$ cat config.mk
export PLATFORM = sky130hd
export DESIGN_NAME = led_instr_sequencer_flat
export DESIGN_NICKNAME = d
export VERILOG_FILES = /design/src/rtl/led_instr_sequencer_if.sv /design/src/rtl/led_instr_sequencer.sv /design/src/flat_wrapper.sv
export SDC_FILE = /design/constraint.sdc
export NUM_CORES = 1
export LEC_CHECK = 0
export BUFFER_PORTS_ARGS = -buffer_cell sky130_fd_sc_hd__buf_2
export CAP_MARGIN = 20
export CORE_ASPECT_RATIO = 0.7
export CORE_MARGIN = 2
export CORE_UTILIZATION = 64
export CTS_BUF_LIST = sky130_fd_sc_hd__clkbuf_16
export DETAILED_ROUTE_END_ITERATION = 16
export MAX_ROUTING_LAYER = met4
export PLACE_DENSITY = 0.9
export SLEW_MARGIN = 20
export SYNTH_ARGS = -nofsm -noshare
export SYNTH_HDL_FRONTEND = slang
export SYNTH_SLANG_ARGS = --single-unit
$ cat constraint.sdc
create_clock -name clk -period 9.85 [get_ports clk]
set_input_delay 1.97 -clock clk [delete_from_list [all_inputs] [get_ports clk]]
set_output_delay 1.97 -clock clk [all_outputs]
set_load 0.005 [all_outputs]
$ cat src/rtl/led_instr_sequencer_if.sv
// Instruction-bus bundle between host/controller logic and led_instr_sequencer.
// master = host and LED controller side, slave = the sequencer.
interface led_instr_sequencer_if;
  logic        push;
  logic [31:0] push_data;
  logic        full;
  logic        empty;
  logic        overflow;
  logic [31:0] instruction;
  logic [3:0]  ctrl_state;
  logic        busy;
  logic        done;
  logic        ignored;
  logic [15:0] issue_count;

  modport master (
    output push, push_data, ctrl_state,
    input  full, empty, overflow, instruction, busy, done, ignored, issue_count
  );

  modport slave (
    input  push, push_data, ctrl_state,
    output full, empty, overflow, instruction, busy, done, ignored, issue_count
  );
endinterface

$ cat src/rtl/led_instr_sequencer.sv
// Queues host instruction words and issues each one to the LED controller for a
// single cycle, waiting for the controller to return to READY before the next.
module led_instr_sequencer #(
  parameter int DEPTH       = 8,
  parameter int ACK_WINDOW  = 2,
  parameter int READY_STATE = 0
) (
  input logic                  clk,
  input logic                  rst_n,
  led_instr_sequencer_if.slave bus
);
  localparam int AW = $clog2(DEPTH);
  localparam int CW = (ACK_WINDOW > 1) ? $clog2(ACK_WINDOW) : 1;
  localparam logic [AW:0]   FULL_COUNT = (AW + 1)'(DEPTH);
  localparam logic [CW-1:0] WIN_LAST   = CW'(ACK_WINDOW - 1);
  localparam logic [3:0]    READY      = 4'(READY_STATE);

  typedef enum logic [1:0] {IDLE, ISSUE, WAIT_ACK, WAIT_DONE} state_t;

  state_t        state, state_n;
  logic [31:0]   mem [DEPTH];
  logic [AW-1:0] wr_ptr, rd_ptr;
  logic [AW:0]   count, count_n;
  logic          full, empty, overflow;
  logic [31:0]   instruction, instruction_n;
  logic [CW-1:0] win_cnt, win_cnt_n;
  logic          busy, done, done_n, ignored, ignored_n;
  logic [15:0]   issue_count;
  logic          push_ok, pop, ctrl_ready;

  assign ctrl_ready = (bus.ctrl_state == READY);
  // A push is judged against the registered full flag, so a same-cycle pop never rescues it.
  assign push_ok    = bus.push && !full;

  always_comb begin
    state_n       = state;
    instruction_n = '0;
    win_cnt_n     = win_cnt;
    done_n        = 1'b0;
    ignored_n     = 1'b0;
    pop           = 1'b0;
    case (state)
      IDLE: begin
        if (!empty && ctrl_ready) begin
          pop           = 1'b1;
          instruction_n = mem[rd_ptr];
          state_n       = ISSUE;
        end
      end
      ISSUE: begin
        win_cnt_n = '0;
        state_n   = WAIT_ACK;
      end
      WAIT_ACK: begin
        if (!ctrl_ready) begin
          state_n = WAIT_DONE;
        end else if (win_cnt == WIN_LAST) begin
          done_n    = 1'b1;
          ignored_n = 1'b1;
          state_n   = IDLE;
        end else begin
          win_cnt_n = win_cnt + CW'(1);
        end
      end
      WAIT_DONE: begin
        if (ctrl_ready) begin
          done_n  = 1'b1;
          state_n = IDLE;
        end
      end
      default: state_n = IDLE;
    endcase
    count_n = count + (AW + 1)'(push_ok) - (AW + 1)'(pop);
  end

  always_ff @(posedge clk) begin
    if (!rst_n) begin
      state       <= IDLE;
      wr_ptr      <= '0;
      rd_ptr      <= '0;
      count       <= '0;
      full        <= 1'b0;
      empty       <= 1'b1;
      overflow    <= 1'b0;
      instruction <= '0;
      win_cnt     <= '0;
      busy        <= 1'b0;
      done        <= 1'b0;
      ignored     <= 1'b0;
      issue_count <= '0;
    end else begin
      state       <= state_n;
      instruction <= instruction_n;
      win_cnt     <= win_cnt_n;
      done        <= done_n;
      ignored     <= ignored_n;
      busy        <= (state_n != IDLE);
      count       <= count_n;
      full        <= (count_n == FULL_COUNT);
      empty       <= (count_n == '0);
      if (push_ok) wr_ptr <= wr_ptr + AW'(1);
      if (pop) begin
        rd_ptr      <= rd_ptr + AW'(1);
        issue_count <= issue_count + 16'd1;
      end
      if (bus.push && full) overflow <= 1'b1;
    end
  end

  always_ff @(posedge clk) begin
    if (rst_n && push_ok) mem[wr_ptr] <= bus.push_data;
  end

  assign bus.full        = full;
  assign bus.empty       = empty;
  assign bus.overflow    = overflow;
  assign bus.instruction = instruction;
  assign bus.busy        = busy;
  assign bus.done        = done;
  assign bus.ignored     = ignored;
  assign bus.issue_count = issue_count;
endmodule

$ cat src/flat_wrapper.sv
// flat-port wrapper written by rule: the top's interface ports become plain ports
module led_instr_sequencer_flat 
#(
  parameter int DEPTH       = 8,
  parameter int ACK_WINDOW  = 2,
  parameter int READY_STATE = 0
)
  (clk, rst_n, bus_push, bus_push_data, bus_ctrl_state, bus_full, bus_empty, bus_overflow, bus_instruction, bus_busy, bus_done, bus_ignored, bus_issue_count);
  led_instr_sequencer_if bus_i ();
  input logic clk;
  input logic rst_n;
  input wire logic [$bits(bus_i.push)-1:0] bus_push;
  input wire logic [$bits(bus_i.push_data)-1:0] bus_push_data;
  input wire logic [$bits(bus_i.ctrl_state)-1:0] bus_ctrl_state;
  output wire logic [$bits(bus_i.full)-1:0] bus_full;
  output wire logic [$bits(bus_i.empty)-1:0] bus_empty;
  output wire logic [$bits(bus_i.overflow)-1:0] bus_overflow;
  output wire logic [$bits(bus_i.instruction)-1:0] bus_instruction;
  output wire logic [$bits(bus_i.busy)-1:0] bus_busy;
  output wire logic [$bits(bus_i.done)-1:0] bus_done;
  output wire logic [$bits(bus_i.ignored)-1:0] bus_ignored;
  output wire logic [$bits(bus_i.issue_count)-1:0] bus_issue_count;
  assign bus_i.push = bus_push;
  assign bus_i.push_data = bus_push_data;
  assign bus_i.ctrl_state = bus_ctrl_state;
  assign bus_full = bus_i.full;
  assign bus_empty = bus_i.empty;
  assign bus_overflow = bus_i.overflow;
  assign bus_instruction = bus_i.instruction;
  assign bus_busy = bus_i.busy;
  assign bus_done = bus_i.done;
  assign bus_ignored = bus_i.ignored;
  assign bus_issue_count = bus_i.issue_count;
  led_instr_sequencer #(.DEPTH(DEPTH), .ACK_WINDOW(ACK_WINDOW), .READY_STATE(READY_STATE)) u_core (.clk(clk), .rst_n(rst_n), .bus(bus_i));
endmodule
==> results.cfg, run 1 <==
[status]
status = finished clean

[logic_synthesis]
synth_xor_area_frac = 0.00955
synth_area_leaders = edfxtp_1 (65%), mux4_2 (12%), dfxtp_1 (11%)
yosys_register_bits = 323
yosys_warnings = 0
synthSimpleGateAreaFrac = 0.0502
netlist_instances = 621
async_flop_share = 0
synth-adder-area-share = 0.00903
synth_top_area_share = 0.645
synth-compound-area-share = 0.0124
ys_seq_area_frac = 0.758
yosys.cell_types.count = 37
yosys.area.top_type = edfxtp_1
syn_area_um2 = 11900
syn_nets = 668
synth_top_family_by_area = multiplexers
syn_avg_cell_area_um2 = 19.2
synth_edf_count = 256
synth_mux_area_frac = 0.150
synth_top_flop_cell = edfxtp_1

[final_layout]
area_growth_pct = 15.5
final_common_cell = edfxtp_1
final_cell_mix = edfxtp_1 (256), buf_2 (92), mux4_2 (64), dfxtp_1 (64), nor2_1 (46)
final.fill_count = 976
drive_gt1_frac = 0.307
nets = 784

[pwr]
pwr-share-clk = 0.383
power.leakage_uw = 0.00459
powerDensity_nw_per_um2 = 207
switchingPower_uw = 624
share_comb_of_total_power = 0.071
ir_drop_mv = 0.262
seq_power_share = 0.546
total_power_uw = 2850
netSwitchingFraction = 0.219
p_int_uw = 2230

[sta]
worstMarginPinSlew_ps = 964
fmax_ghz = 0.235
finalMaxSlewViolations = 0
tns_ps = 0
finalSetupViolations = 0
fin_crit_sh = 0.432
rsz0062_at_grt = no
relSlewSlack = 0.357
period_minus_slack_ps = 4250
finClkSkew_ps = 16.5
hold_viol_final = 0

[floorplanning]
die_y_um = 118
core-area_um2 = 18100
rows = 41
die_area_um2 = 19700
num_io_pins = 93
die_x_um = 167
start_util = 0.658

[route]
wire_per_inst_um = 23.3
drc_errors = 0
firstDrtPassIters = 5
drt_wl_total_mm = 23.3
vias_per_cell = 6.13
drt.antenna.violating_nets = 0
vias = 6121
initialDrtViolationCount = 500

[placement]
dp.final_hpwl_mm = 13.4
gp_congestion = 0.792
io_buffers = 92

[global_routing]
grt_antenna_before_repair = 2
track_usage = 0.244
grt_max_degree = 67
grt_pass1_vias = 6210
grt_first_pass_wirelength_mm = 35.5
gr-total-overflow = 0

[clocking]
clk_pin_slew_ps = 60
cts-hold-fix-buffers = 0
cts.sinks = 323
root_buffer = clkbuf_16
cts_made_buffers = 29
postCtsSetupRepairBufs = 0
ctsResizeCount = 0
htreeDepth = 1
clock_latency_ps = 560
cts_buffer_depth = 3
tritoncts = built

[critical_path]
path_buf_inv = 3
cp_cell_sequence = buf_2 -> nor4_4 -> nand2_1 -> clkinv_1 -> ha_1 -> inv_1 -> ha_1 -> a21o_1 -> a2111oi_0 -> o21bai_1 -> nor4b_1
worstPathRequired_ps = 10310
crit_path_start_kind = input port
worst_path_largest_cell_delay_ps = 500
end_kind = flop
critPathKind = input port to flop
critPathSlowestCell = nor4_4
cp.arrival_ps = 4710
cpMostUsedCell = ha_1
worstPathMaxFanout = 9
crit_family = simple AND/OR/NAND/NOR gates

[job]
maxCapViolCount = 0

[min_path]
hold_path.class = flop to flop
## worst min-delay path, cell delays in order (launching register included)
cell	delay, ps
dfxtp_1	330
a21oi_1	40
nor2_1	70
## metrics by stage
stage	std cells	utilization	worst slack (ps)	instance area, um2	hold slack [ps]
finish	998	0.760	5600	13800	476
global route	998	0.760	5410	13800	520
CTS	993	0.755	5580	13700	480
detailed placement	939	0.703	5220	12700	464
global placement	939	0.703	5410	12700	448
floorplan	621	-	4680	11900	441
## registers in the layout, indices dropped and copies added, names as in the netlist, 2 cells and up
register	cells
u_core.bus.issue_count	16
u_core.mem	256
u_core.bus.instruction	32
u_core.state	2
u_core.wr_ptr	3
u_core.rd_ptr	3
u_core.count	4
## layout make-up
class / instances / area (um2) / area share
clock inverter: 25 / 209 / 0.0152
inverter: 10 / 37.5 / 0.00273
tap: 236 / 295 / 0.0215
multi-input combinational: 263 / 2790 / 0.203
timing repair buffer: 110 / 656 / 0.0476
antenna: 2 / 5.00 / 0.000364
sequential: 323 / 9040 / 0.657
clock buffer: 29 / 726 / 0.0527
## Yosys cell counts (all sizes together), types with 5 or more instances
master	number
a21oi	15
and2	5
buf	11
clkbuf	14
dfxtp	67
edfxtp	256
ha	7
inv	8
mux2i	34
mux4	64
nand2	19
nand3	7
nor2	48
nor3	8
o21ai	8
or3	7
xnor2	6
xor2	7
## metal layers
metal	share of wire	vias up	global-route usage	routed length (um)
li1	-	2687	-	-
met3	0.072	54	0.0499	1680
met2	0.48	259	0.381	11300
met5	0	-	-	0
met1	0.41	3121	0.337	9620
met4	0.030	0	0.0695	705
## logic make-up after synthesis
logic type | count (synthesis)
XOR/XNOR | 13
AND/OR/NAND/NOR | 117
flip-flops | 323
multiplexers | 98
AO/OA/AOI/OAI | 27
adder cells (fa/ha/maj) | 8
buffers and inverters | 35
## path summary, 6_finish.rpt
check | start | to | slack, ps | cells after the start
worst min register to register | u_core.bus.overflow$_SDFFE_PN0P_ | u_core.bus.overflow$_SDFFE_PN0P_ | 480 | 2
worst max register to register | u_core.state[1]$_SDFF_PN0_ | u_core.bus.full$_SDFF_PN0_ | 6890 | 10
worst min-delay path | u_core.bus.overflow$_SDFFE_PN0P_ | u_core.bus.overflow$_SDFFE_PN0P_ | 480 | 2
worst max-delay path | bus_ctrl_state[1] | u_core.bus.full$_SDFF_PN0_ | 5600 | 11
## power groups by stage
| stage | logic [uW] | clock network, uW | registers [uW] |
|---|---|---|---|
| CTS | 200 | 1110 | 1560 |
| global route | 219 | 1160 | 1560 |
| finish | 202 | 1090 | 1560 |
| floorplan | 124 | 0 | 1580 |
| detailed placement | 195 | 0 | 1590 |
| global placement | 177 | 0 | 1580 |
Note: power is estimated with default switching activity, not from simulation.
==> run 2: changes to the inputs <==
--- a/config.mk
+++ b/config.mk
@@ -9,11 +9,11 @@
 export CAP_MARGIN = 20
 export CORE_ASPECT_RATIO = 0.7
 export CORE_MARGIN = 2
-export CORE_UTILIZATION = 64
+export CORE_UTILIZATION = 59
 export CTS_BUF_LIST = sky130_fd_sc_hd__clkbuf_16
 export DETAILED_ROUTE_END_ITERATION = 16
 export MAX_ROUTING_LAYER = met4
-export PLACE_DENSITY = 0.9
+export PLACE_DENSITY = 0.85
 export SLEW_MARGIN = 20
 export SYNTH_ARGS = -nofsm -noshare
 export SYNTH_HDL_FRONTEND = slang
==> constraint.sdc (replaced) <==
create_clock -name clk -period 4.15 [get_ports clk]
set_input_delay 0.83 -clock clk [delete_from_list [all_inputs] [get_ports clk]]
set_output_delay 0.83 -clock clk [all_outputs]
set_load 0.005 [all_outputs]
==> run 2 against run 1 <==
Against the previous run:
- setup slack worse by 4500 ps
- clock skew is 9.3 ps lower
- combinational power is 130% higher
- global-route usage is 1.4 points lower
- hold slack better by 1.5 ps
- critical endpoint unchanged
- first-iteration DRC count is 1.6% higher
- routed wire length is 0.28% lower
- core utilization is 6.8 points lower
==> results.cfg, run 2 (synthesis gave the netlist of run 1 again) <==
[critical_path]
crit_end = u_core.bus.full$_SDFF_PN0_
worstPathMaxFanout = 9
end_kind = flop
rr_startpoint = u_core.state[1]$_SDFF_PN0_
ff2ff_path_depth = 10
rrSetupSlack_ps = 1230
crit_path_start_kind = input port
worstPathRequired_ps = 4580
crit_family = simple AND/OR/NAND/NOR gates
critPathSlowestCell = nor4_4
cpMostUsedCell = ha_1
cp_cell_sequence = buf_2 -> nor4_4 -> nand2_1 -> clkinv_1 -> ha_1 -> inv_1 -> ha_1 -> a21o_1 -> a2111oi_0 -> o21bai_1 -> nor4b_1
reg2reg_to = u_core.bus.full$_SDFF_PN0_
cp.depth = 11
startpoint = bus_ctrl_state[1]
path_buf_inv = 3
cp.arrival_ps = 3510
worst_path_largest_cell_delay_ps = 500
critPathKind = input port to flop

[global_routing]
grt_antenna_before_repair = 3
track_usage = 0.230
grt_pass1_vias = 6281
grt_first_pass_wirelength_mm = 35.9
grt_max_degree = 45
gr-total-overflow = 0

[floorplanning]
die_area_um2 = 21400
die_y_um = 123
die_x_um = 174
start_util = 0.602
rows = 43
num_io_pins = 93
core-area_um2 = 19800

[sta]
rsz0062_at_grt = no
finClkSkew_ps = 7.23
worstMarginPinSlew_ps = 784
fmax_ghz = 0.325
hold_viol_final = 0
whs_ps = 477
relSlewSlack = 0.476
finalSetupViolations = 0
fin_crit_sh = 0.741
tns_ps = 0
period_minus_slack_ps = 3070
finalMaxSlewViolations = 0

[pwr]
powerDensity_nw_per_um2 = 481
ir_drop_mv = 0.317
power.leakage_uw = 0.00457

[final_layout]
final_common_cell = edfxtp_1
final.fill_count = 1277
regMostFlops = u_core.mem
largest_reg_flops = 256
nets = 784
top_regs = u_core.mem (256), u_core.bus.instruction (32), u_core.bus.issue_count (16)
final_cell_mix = edfxtp_1 (256), buf_2 (92), mux4_2 (64), dfxtp_1 (64), nor2_1 (46)
multi_input_area_um2 = 2790
area_growth_pct = 14.9
register_area_um2 = 9030
drive_gt1_frac = 0.300

[placement]
dp.final_hpwl_mm = 13.6
gp_congestion = 0.782
io_buffers = 92

[route]
drt_wl_total_mm = 23.2
drc_errors = 0
wire_per_inst_um = 22.5
firstDrtPassIters = 5
drt.antenna.violating_nets = 0
vias_per_cell = 5.85
initialDrtViolationCount = 508
vias = 6042

[clocking]
postCtsSetupRepairBufs = 0
root_buffer = clkbuf_16
ctsResizeCount = 0
cts-hold-fix-buffers = 0
cts_made_buffers = 29
cts_buffer_depth = 3
clock_latency_ps = 530
clk_pin_slew_ps = 60
cts.sinks = 323
tritoncts = built
htreeDepth = 1

[min_path]
hold_path.class = flop to flop
min_from = u_core.win_cnt$_SDFFE_PN0P_

[status]
status = finished clean

[job]
maxCapViolCount = 0
run 2: cell count changes in the layout (fill, tap and decap cells not counted), sizes merged:
cell | before | now
bufinv | 3 | 1
diode | 2 | 3
clkinv | 20 | 14
inv | 11 | 18
run 2: final cells by class:
| class | instances | share of cell area |
|---|---|---|
| antenna | 3 | 0.000548 |
| clock buffer | 29 | 0.0530 |
| clock inverter | 24 | 0.00978 |
| inverter | 10 | 0.00274 |
| multi-input combinational | 263 | 0.204 |
| sequential | 323 | 0.660 |
| tap | 270 | 0.0247 |
| timing repair buffer | 110 | 0.0453 |
run 2: per-stage QoR:
step	worst slack, ps	utilization	cell area [um2]	power (uW)	instances
2_1_floorplan	122	-	11900	4040	621
3_3_place_gp	839	0.648	12800	4180	976
3_5_place_dp	537	0.648	12800	4230	976
4_1_cts	1070	0.691	13700	6630	1029
5_1_grt	781	0.692	13700	6820	1032
6_report	1080	0.692	13700	6590	1032
run 2: worst min path at each step:
stage,endpoint,slack (ps),cells past startpoint
floorplan,u_core.win_cnt$_SDFFE_PN0P_,440,2
global placement,u_core.bus.overflow$_SDFFE_PN0P_,450,2
global route,u_core.win_cnt$_SDFFE_PN0P_,490,2
CTS,u_core.win_cnt$_SDFFE_PN0P_,470,2
finish,u_core.win_cnt$_SDFFE_PN0P_,480,2
detailed placement,u_core.win_cnt$_SDFFE_PN0P_,460,2
run 2: tightest hold or removal path: cells and delay by family (launching register included):
family	cells	cell delay (ps)
flip-flops	1	320
AO/OA/AOI/OAI	1	60
AND/OR/NAND/NOR	1	50
run 2: power breakdown:
group,internal [uW],switching [uW]
clock network,1330,1100
logic,202,262
registers,3630,70.2
total,5160,1430
run 2: metal layers:
| metal | vias to the layer above | wire [um] | track usage |
|---|---|---|---|
| met1 | 3117 | 9870 | 0.309 |
| met4 | 0 | 460 | 0.0520 |
| li1 | 2681 | - | - |
| met2 | 207 | 11400 | 0.377 |
| met3 | 37 | 1420 | 0.0452 |
| met5 | - | 0 | - |
==> run 3: changes to the inputs <==
--- a/config.mk
+++ b/config.mk
@@ -5,6 +5,7 @@
 export SDC_FILE = /design/constraint.sdc
 export NUM_CORES = 1
 export LEC_CHECK = 0
+export ABC_AREA = 1
 export BUFFER_PORTS_ARGS = -buffer_cell sky130_fd_sc_hd__buf_2
 export CAP_MARGIN = 20
 export CORE_ASPECT_RATIO = 0.7
@@ -13,7 +14,7 @@
 export CTS_BUF_LIST = sky130_fd_sc_hd__clkbuf_16
 export DETAILED_ROUTE_END_ITERATION = 16
 export MAX_ROUTING_LAYER = met4
-export PLACE_DENSITY = 0.85
+export PLACE_DENSITY = 0.84
 export SLEW_MARGIN = 20
 export SYNTH_ARGS = -nofsm -noshare
 export SYNTH_HDL_FRONTEND = slang
==> constraint.sdc (replaced) <==
create_clock -name clk -period 3.14 [get_ports clk]
set_input_delay 0.628 -clock clk [delete_from_list [all_inputs] [get_ports clk]]
set_output_delay 0.628 -clock clk [all_outputs]
set_load 0.005 [all_outputs]
==> run 3 against run 2 <==
Against the previous run:
- sequential share of layout area decreased by 1.3 points
- first-iteration DRC count grew 63%
- hold slack got worse by 130 ps
- critical path depth shrank 6
- die area up 2.9%
- area after synthesis is 3.0% higher
- sequential power increased by 31%
- clock skew rose by 3.3 ps
- routed wire length grew 12%
- core utilization shrank 1.3 points
- largest power group unchanged
==> results.cfg, run 3 <==
[logic_synthesis]
yosys_register_bits = 323
syn_avg_cell_area_um2 = 12.3
syn_nets = 1048
synth_top_flop_cell = edfxtp_1
async_flop_share = 0
ys_top_cells_by_count = edfxtp_1 (256), nor2_1 (237), o21ai_0 (133), dfxtp_1 (67), o22ai_1 (54)
yosysMostFrequentCell = edfxtp_1
ys_seq_area_frac = 0.736
yosys.cell_types.count = 31
yosys_warnings = 0
yosys.area.top_type = edfxtp_1
synth_edf_count = 256
synth_top_area_share = 0.626
syn_area_um2 = 12300
synth_area_leaders = edfxtp_1 (63%), dfxtp_1 (11%), nor2_1 (7.2%)
netlist_instances = 1001

[min_path]
hold_path.class = input port to flop
min_from = bus_push

[sta]
tns_ps = 0
finalSetupViolations = 0
finClkSkew_ps = 10.5
period_minus_slack_ps = 2270
worstMarginPinSlew_ps = 913
fmax_ghz = 0.440
rsz0062_at_grt = no
finalMaxSlewViolations = 0
hold_viol_final = 0
fin_crit_sh = 0.723
relSlewSlack = 0.391

[floorplanning]
die_area_um2 = 22000
num_io_pins = 93
die_x_um = 176
rows = 44
start_util = 0.596
die_y_um = 125
core-area_um2 = 20600

[status]
status = finished clean

[pwr]
ir_drop_mv = 0.458
power.leakage_uw = 0.00506
powerDensity_nw_per_um2 = 640

[route]
initialDrtViolationCount = 830
firstDrtPassIters = 5
vias = 8100
vias_per_cell = 5.80
wire_per_inst_um = 18.7
drt_wl_total_mm = 26.1
drc_errors = 0
drt.antenna.violating_nets = 0

[global_routing]
grt_pass1_vias = 7767
grt_antenna_before_repair = 2
track_usage = 0.244
grt_first_pass_wirelength_mm = 40.8
gr-total-overflow = 0
grt_max_degree = 69

[final_layout]
final_common_cell = edfxtp_1
final.fill_count = 1394
multi_input_area_um2 = 2800
top_regs = u_core.mem (256), u_core.bus.instruction (32), u_core.bus.issue_count (16)
final_cell_mix = edfxtp_1 (256), nor2_1 (233), o21ai_0 (133)
largest_reg_flops = 256
nets = 1142
fin_util = 0.678
area_growth_pct = 13.8
regMostFlops = u_core.mem
register_area_um2 = 9030
drive_gt1_frac = 0.161

[critical_path]
end_kind = flop
critPathSlowestCell = dfxtp_4
path_buf_inv = 1
worstPathMaxFanout = 68
crit_path_start_kind = flop
startpoint = u_core.rd_ptr[0]$_SDFFE_PN0P_
cp_cell_sequence = buf_4 -> o21ai_0 -> o22ai_1 -> o21ai_1 -> nor2_1
worstPathRequired_ps = 3610
cp.arrival_ps = 2740
rrSetupSlack_ps = 870
rr_startpoint = u_core.rd_ptr[0]$_SDFFE_PN0P_
critPathKind = flop to flop
crit_family = flip-flops
worst_path_largest_cell_delay_ps = 770

[clocking]
cts.sinks = 323
cts_made_buffers = 29
cts-hold-fix-buffers = 0
cts_buffer_depth = 3
htreeDepth = 1
root_buffer = clkbuf_16
tritoncts = built
ctsResizeCount = 0
postCtsSetupRepairBufs = 0
clk_pin_slew_ps = 60
clock_latency_ps = 540

[placement]
dp.final_hpwl_mm = 14.9
io_buffers = 92
gp_congestion = 0.856

[job]
maxCapViolCount = 0
run 3: cell count changes after synthesis, sizes merged, moves of 7 or more:
cell | previous run | this run
o22ai | 0 | 54
nand2 | 19 | 42
mux4 | 64 | 0
or3 | 7 | 0
mux2i | 34 | 0
clkbuf | 14 | 30
o21ai | 8 | 183
inv | 8 | 41
nor2 | 48 | 243
buf | 11 | 26
run 3: worst reg2reg max path: stages, from the launching register on:
cell,delay [ps]
dfxtp_4,770
buf_4,670
o21ai_0,250
o22ai_1,250
o21ai_1,110
nor2_1,160
run 3: cell type report:
type,instances,area share
repair buffers,119,0.0502
clock inverters,25,0.0143
well taps,276,0.0247
diodes,2,0.000358
multi-input cells,581,0.200
flip-flops and latches,323,0.647
clock buffers,29,0.0520
inverters,41,0.0112
run 3: layer usage:
layer,share of wire,vias up,GRT usage
met5,0,-,-
met2,0.48,416,0.382
li1,-,3743,-
met1,0.41,3885,0.338
met3,0.081,56,0.0333
met4,0.025,0,0.0754
run 3: power breakdown:
part,switching (uW),internal [uW]
Clock,1500,1930
Combinational,437,223
Sequential,73.7,4780
Total,2010,6930
run 3: kinds of logic after synthesis:
kind of cell	synth area share
flip-flops	0.736
XOR/XNOR	0.00428
AO/OA/AOI/OAI	0.110
buffers and inverters	0.0402
AND/OR/NAND/NOR	0.101
adder cells (fa/ha/maj)	0.00877
run 3: worst paths after layout:
check,end,depth (start not counted)
hold reg to reg,u_core.bus.overflow$_SDFFE_PN0P_,2
hold / removal,u_core.bus.overflow$_SDFFE_PN0P_,3
setup reg to reg,u_core.bus.instruction[11]$_SDFF_PN0_,5
setup / recovery,u_core.bus.instruction[11]$_SDFF_PN0_,5
run 3: per-stage QoR:
| stage | setup WS (ps) | cells | hold WS [ps] | total power, uW | instance area (um2) |
|---|---|---|---|---|---|
| final | 870 | 1396 | 350 | 8940 | 14000 |
| after global routing | 768 | 1396 | 356 | 9260 | 14000 |
| after CTS | 919 | 1394 | 337 | 8970 | 14000 |
| after detailed placement | 632 | 1340 | 467 | 5600 | 13000 |
| after global placement | 680 | 1340 | 449 | 5560 | 13000 |
| after floorplan | -616 | 1001 | 442 | 5360 | 12300 |
